===== src/rtl/cr16_controller.sv =====
// CR16 fetch/decode/execute control FSM: fetches 16-bit instructions, keeps the PC,
// decodes R-type / immediate / Bcond into datapath controls and resolves branches.
// Latency: 3 cycles per instruction with zero-wait fetch; holds in FETCH until I_INSTR_VALID.
// Ports: I_CLK/I_NRESET (sync, active-low)/I_ENABLE run control; I_INSTR/I_INSTR_VALID fetch
//   return; I_FLAGS {N,Z,F,L,C}; O_PC/O_FETCH_REQ fetch request; O_REG_ENABLE, O_ALU_ENABLE,
//   O_OPCODE, O_READ_PORT_A/B_SEL, O_IMMEDIATE, O_IMM_SEL datapath controls; O_STATE debug.
module cr16_controller #(
   parameter logic [15:0] RESET_PC = 16'h0000
) (
   input  logic        I_CLK,
   input  logic        I_NRESET,
   input  logic        I_ENABLE,
   input  logic [15:0] I_INSTR,
   input  logic        I_INSTR_VALID,
   input  logic [4:0]  I_FLAGS,
   output logic [15:0] O_PC,
   output logic        O_FETCH_REQ,
   output logic [15:0] O_REG_ENABLE,
   output logic        O_ALU_ENABLE,
   output logic [3:0]  O_OPCODE,
   output logic [3:0]  O_READ_PORT_A_SEL,
   output logic [3:0]  O_READ_PORT_B_SEL,
   output logic [15:0] O_IMMEDIATE,
   output logic        O_IMM_SEL,
   output logic [1:0]  O_STATE
);

   typedef enum logic [1:0] {
      S_FETCH   = 2'd0,
      S_DECODE  = 2'd1,
      S_EXECUTE = 2'd2
   } state_t;

   state_t      state_q, state_d;
   logic [15:0] pc_q, pc_d;
   logic [15:0] ir_q, ir_d;

   logic [3:0]  op, ext, cond;
   logic [7:0]  imm8;
   logic [15:0] sext_imm;
   logic        is_rtype, is_bcond, is_nop, is_itype, is_alu, writes_reg;
   logic        flag_c, flag_l, flag_f, flag_z, flag_n;
   logic        take_branch;
   logic        exec_active;

   // ---------------- instruction decode (purely from IR) ----------------
   assign op       = ir_q[15:12];
   assign ext      = ir_q[7:4];
   assign cond     = ir_q[11:8];
   assign imm8     = ir_q[7:0];
   assign sext_imm = {{8{imm8[7]}}, imm8};

   assign is_rtype   = (op == 4'h0);
   assign is_bcond   = (op == 4'hC);
   assign is_nop     = (op == 4'h4) || (op == 4'h8);
   assign is_itype   = !(is_rtype || is_bcond || is_nop);
   assign is_alu     = is_rtype || is_itype;
   // CMP (R-type ext 1011) and CMPI (op 1011) only update flags.
   assign writes_reg = (is_rtype && (ext != 4'hB)) || (is_itype && (op != 4'hB));

   always_comb begin
      O_IMMEDIATE = 16'h0000;
      if (is_itype) begin
         case (op)
            4'h5, 4'h9, 4'hB, 4'hE: O_IMMEDIATE = sext_imm;
            4'hF:                   O_IMMEDIATE = {imm8, 8'h00};
            default:                O_IMMEDIATE = {8'h00, imm8};
         endcase
      end
   end

   assign O_OPCODE          = is_rtype ? ext : (is_itype ? op : 4'h0);
   assign O_IMM_SEL         = is_itype;
   assign O_READ_PORT_A_SEL = ir_q[11:8];
   assign O_READ_PORT_B_SEL = ir_q[3:0];

   // ---------------- branch condition ----------------
   assign flag_c = I_FLAGS[0];
   assign flag_l = I_FLAGS[1];
   assign flag_f = I_FLAGS[2];
   assign flag_z = I_FLAGS[3];
   assign flag_n = I_FLAGS[4];

   always_comb begin
      take_branch = 1'b0;
      case (cond)
         4'd0:    take_branch = flag_z;
         4'd1:    take_branch = !flag_z;
         4'd2:    take_branch = flag_c;
         4'd3:    take_branch = !flag_c;
         4'd4:    take_branch = flag_l;
         4'd5:    take_branch = !flag_l;
         4'd6:    take_branch = flag_n;
         4'd7:    take_branch = !flag_n;
         4'd8:    take_branch = flag_f;
         4'd9:    take_branch = !flag_f;
         4'd10:   take_branch = !flag_l && !flag_z;
         4'd11:   take_branch = flag_l || flag_z;
         4'd12:   take_branch = !flag_n && !flag_z;
         4'd13:   take_branch = flag_n || flag_z;
         4'd14:   take_branch = 1'b1;
         default: take_branch = 1'b0;
      endcase
   end

   // Enables are qualified by reset too, so a reset landing in EXECUTE never writes.
   assign exec_active  = (state_q == S_EXECUTE) && I_ENABLE && I_NRESET;
   assign O_ALU_ENABLE = exec_active && is_alu;
   assign O_REG_ENABLE = (exec_active && writes_reg) ? (16'h0001 << cond) : 16'h0000;

   // ---------------- next state ----------------
   always_comb begin
      state_d = state_q;
      pc_d    = pc_q;
      ir_d    = ir_q;
      if (I_ENABLE) begin
         case (state_q)
            S_FETCH: begin
               if (I_INSTR_VALID) begin
                  ir_d    = I_INSTR;
                  state_d = S_DECODE;
               end
            end
            S_DECODE: state_d = S_EXECUTE;
            S_EXECUTE: begin
               // 16-bit adds wrap naturally in both directions.
               pc_d    = (is_bcond && take_branch) ? (pc_q + sext_imm) : (pc_q + 16'h0001);
               state_d = S_FETCH;
            end
            default: state_d = S_FETCH;
         endcase
      end
   end

   always_ff @(posedge I_CLK) begin
      if (!I_NRESET) begin
         state_q <= S_FETCH;
         pc_q    <= RESET_PC;
         ir_q    <= 16'h0000;
      end else begin
         state_q <= state_d;
         pc_q    <= pc_d;
         ir_q    <= ir_d;
      end
   end

   assign O_PC        = pc_q;
   assign O_FETCH_REQ = (state_q == S_FETCH);
   assign O_STATE     = state_q;

endmodule


===== config.mk =====
export PLATFORM = sky130hd
export DESIGN_NAME = cr16_controller
export DESIGN_NICKNAME = d
export VERILOG_FILES = /design/src/rtl/cr16_controller.sv
export SDC_FILE = /design/constraint.sdc
export NUM_CORES = 1
export LEC_CHECK = 0
export CAP_MARGIN = 20
export CORE_ASPECT_RATIO = 2
export CORE_MARGIN = 3
export CORE_UTILIZATION = 45
export DETAILED_ROUTE_END_ITERATION = 8
export PLACE_DENSITY_LB_ADDON = 0.25
export SYNTH_ARGS = -nofsm -noshare
export SYNTH_HDL_FRONTEND = slang
export SYNTH_SLANG_ARGS = --single-unit

===== constraint.sdc =====
create_clock -name I_CLK -period 4.3 [get_ports I_CLK]
set_input_delay 1.29 -clock I_CLK [delete_from_list [all_inputs] [get_ports I_CLK]]
set_output_delay 1.29 -clock I_CLK [all_outputs]
set_load 0.05 [all_outputs]

==> flow_metrics.env <==
export IMPL_outcome="finished, final reports clean"
export IMPL_list_of_cells_traversed_by_the_critical_path="clkdlybuf4s50_1 > nor2_1 > a221oi_2 > o221a_1 > or3_1 > ha_2 > inv_2 > fa_2 > nand2b_4 > a21oi_2 > o211ai_1 > a21oi_1 > nor3_1 > nand3b_1"
export IMPL_clk_transition_reported_paths_ns=0.05
export IMPL_synthToLayoutAreaGrowth_pct=57.61
export IMPL_drt_wirelength_per_cell_um=16.61
export IMPL_ys_ff_latch=34
export IMPL_nets=501
export IMPL_ys_async_sr_fraction_pct=0
export IMPL_hpwl_um=6576
export IMPL_maxSlewHeadroom_pct=34.11
export IMPL_cellLeakagePower_nw=1.644
export IMPL_cts_hold_repair_buffers=0
export IMPL_synth_seq_area_share_pct=25.62
export IMPL_route_detailed_drc=0
export IMPL_cts_buffer_depth=2
export IMPL_global_route_usage_total_pct=26.09
export IMPL_place_gp_congestion=0.9571
export IMPL_antenna_found_initial=0
export IMPL_critical_path_peak_fanout=4
export IMPL_drt_vias_per_instance=5.720
export IMPL_cpLargestDelayFamily="compound AO/OA/AOI/OAI gates"
export IMPL_global_route_wire_length_before_repair_um=13720
export IMPL_final_setup_viol_count=0
export IMPL_vias=2986
export IMPL_worst_ir_drop_vdd_mv=0.2984
export IMPL_synth_avg_cell_area_um2=7.358
export IMPL_worstMarginPinSlew_ns=0.9873
export IMPL_fp_coreArea_um2=5709
export IMPL_cellInternalPower_uw=613.5
export IMPL_syn_area_um2=2656
export IMPL_netlist_instances=361
export IMPL_power_net_switching_uw=240.1
export IMPL_swShare_pct=28.13
export IMPL_final_layout_size_suffix_gt1_share_pct=20.61
export IMPL_postRouteAntennaNets=0
export IMPL_timing_hold_violations_final=0
export IMPL_maximum_number_of_pins_on_one_net_before_global_route_repair=32
export IMPL_drtPass1Iterations=4
export IMPL_start_util_pct=46.53
export IMPL_part_of_the_total_power_dissipated_in_combinational_logic_pct=17.1
export IMPL_synth_fp_nets=402
export IMPL_worstSetupStartpointType="input pin"
export IMPL_rows=39
export IMPL_htreeDepth=2
export IMPL_reported_max_cap_violation_count=0
export IMPL_crit_path_top_delay_cell="sky130_fd_sc_hd__clkdlybuf4s50_1"
export IMPL_final_min_period_over_clock_period_pct=97.00
export IMPL_crit_arrival_ns=4.34
export IMPL_final_worst_clock_skew_ns=0.004720
export IMPL_worstSetupPathType="input pin to flop"
export IMPL_power_clock_fraction_pct=42.6
export IMPL_io_buffer_count=89
export IMPL_crit_buf_inv=2
export IMPL_fraction_of_power_consumed_by_sequential_logic_pct=40.3
export IMPL_synth_edff_count=0
export IMPL_routed_wl_um=8673
export IMPL_final_min_clock_period_ns=4.171
export IMPL_die_area_um2=6917
export IMPL_via_count_of_the_first_global_routing_pass=2962
export IMPL_yosys_warnings=0
export IMPL_cts_root_buffer_cell="sky130_fd_sc_hd__clkbuf_16"
export IMPL_report_final_slew_viol_count=0
export IMPL_mostFrequentLayoutCells="sky130_fd_sc_hd__clkdlybuf4s50_1 (70), sky130_fd_sc_hd__nand2_1 (59), sky130_fd_sc_hd__a21oi_1 (35)"
export IMPL_die_y_um=114.7
export IMPL_fin_setup_tns_ns=0
export IMPL_clock_network_latency_to_the_later_pin_of_the_worst_skew_pair_ns=0.28
export IMPL_post_route_hold_slack_ns=0.4746
export IMPL_layout_cells_most_common="sky130_fd_sc_hd__clkdlybuf4s50_1"
export IMPL_worst_endpoint_required_ns=4.46
export IMPL_grt_remaining_overflow=0
export IMPL_ys_flop_type="sky130_fd_sc_hd__dfxtp_1"
export IMPL_maxClockFrequency_ghz=0.2397
export IMPL_critical_path_endpoint_type="flop"
export IMPL_tritoncts="done"
export IMPL_clock_sinks=34
export IMPL_max_stage_delay_ns=0.52
export IMPL_tritoncts_num_buffers=5
export IMPL_synth_lib_cells_used_distinct=59
export IMPL_diodes=0
export IMPL_drt_iter0_markers=164
export IMPL_hold_class="flop to flop"
export IMPL_die_width_um=60.33
export IMPL_power_density_nw_per_um2=203.9
export IMPL_floorplan_io_pins=90
-- area by class of cell --
cell class	instances	area, um^2
Fill cell	435	1523
Sequential cell	34	680.7
Timing Repair Buffer	117	1272
Clock inverter	1	5.005
Tap cell	61	76.32
Clock buffer	7	142.6
Multi-Input combinational cell	288	1957
Inverter	14	52.55
-- synthesized netlist by cell type (5+ instances only) --
master                      n  area share (%)
sky130_fd_sc_hd__nand3_1   11             2.1
sky130_fd_sc_hd__o21ai_0   13             2.4
sky130_fd_sc_hd__xnor2_1    5             1.6
sky130_fd_sc_hd__ha_1      15             7.1
sky130_fd_sc_hd__nand2_1   60             8.5
sky130_fd_sc_hd__and2_1    18             4.2
sky130_fd_sc_hd__inv_1     14             2.0
sky130_fd_sc_hd__buf_4      9             2.5
sky130_fd_sc_hd__nor2_1    28             4.0
sky130_fd_sc_hd__nor3_1     9             1.7
sky130_fd_sc_hd__mux2i_1    5             1.9
sky130_fd_sc_hd__nand2b_1   6             1.4
sky130_fd_sc_hd__o211ai_1   5             1.4
sky130_fd_sc_hd__dfxtp_1   34              26
sky130_fd_sc_hd__a21o_1     8             2.3
sky130_fd_sc_hd__clkbuf_1   9             1.3
sky130_fd_sc_hd__a21oi_1   37             7.0
-- path summary, 6_finish.rpt --
path | from | to | slack (ns) | depth (start not counted)
setup / recovery | I_FLAGS[3] | O_PC[14] | 0.13 | 14
hold / removal | O_PC[10] | O_PC[10] | 0.47 | 2
setup reg to reg | ir_q[10] | O_PC[14] | 0.76 | 13
hold reg to reg | O_PC[10] | O_PC[10] | 0.47 | 2
-- flip-flops by register name (all words and copies together), names as in the netlist --
| name | count |
|---|---|
| ir_q | 16 |
| O_STATE | 2 |
| O_PC | 16 |
-- power by group through the flow --
stage	clock, mW	sequential [mW]	combinational (mW)
after floorplan	0	0.343	0.0940
after global placement	0	0.348	0.140
after detailed placement	0	0.348	0.142
after CTS	0.366	0.343	0.146
after global routing	0.384	0.346	0.155
final	0.364	0.344	0.146
-- per-stage QoR --
stage	setup WS (ns)	power, mW	area, um^2	utilization (%)	std cells
floorplan	0.1503	0.4372	2676	-	361
global placement	-0.1506	0.4879	3861	67.63	512
detailed placement	-0.1807	0.4899	3861	67.63	512
CTS	0.04216	0.8552	4103	71.86	522
global route	-0.01882	0.8860	4187	73.33	522
finish	0.1289	0.8536	4187	73.33	522
-- worst register-to-register path, cell delays in order, from the launching register on --
cell and delay [ns]:
sky130_fd_sc_hd__dfxtp_1 0.77, sky130_fd_sc_hd__mux2i_1 0.36, sky130_fd_sc_hd__xnor2_1 0.12, sky130_fd_sc_hd__o211ai_1 0.33
sky130_fd_sc_hd__or3_1 0.16, sky130_fd_sc_hd__ha_2 0.19, sky130_fd_sc_hd__inv_2 0.05, sky130_fd_sc_hd__fa_2 0.38
sky130_fd_sc_hd__nand2b_4 0.15, sky130_fd_sc_hd__a21oi_2 0.16, sky130_fd_sc_hd__o211ai_1 0.18, sky130_fd_sc_hd__a21oi_1 0.32
sky130_fd_sc_hd__nor3_1 0.10, sky130_fd_sc_hd__nand3b_1 0.16
-- cells by family (layout without fill, tap and decap cells) --
| family | count (synthesis) | in the layout | share of synthesized area, % |
|---|---|---|---|
| flip-flops | 34 | 34 | 25.62 |
| buffers and inverters | 39 | 139 | 7.536 |
| AND/OR/NAND/NOR | 163 | 163 | 30.57 |
| multiplexers | 6 | 6 | 2.308 |
| XOR/XNOR | 8 | 8 | 2.638 |
| adder cells (fa/ha/maj) | 16 | 16 | 7.819 |
| AO/OA/AOI/OAI | 95 | 95 | 23.50 |
-- routing by layer --
metal / up-vias / global-route usage, % / part of all wire, %
met5: - / 0 / 0
met2: 89 / 49.71 / 59
met4: 0 / 14.05 / 4.4
li1: 1462 / - / -
met1: 1405 / 24.32 / 33
met3: 30 / 4.740 / 3.8
-- timing repair --
item,4_1_cts,5_1_grt
setup endpoints to repair,16,9
buffers inserted,2,0
resized for setup,19,16
pin swaps,5,10
No activity file was read; power rests on OpenSTA's default activity.
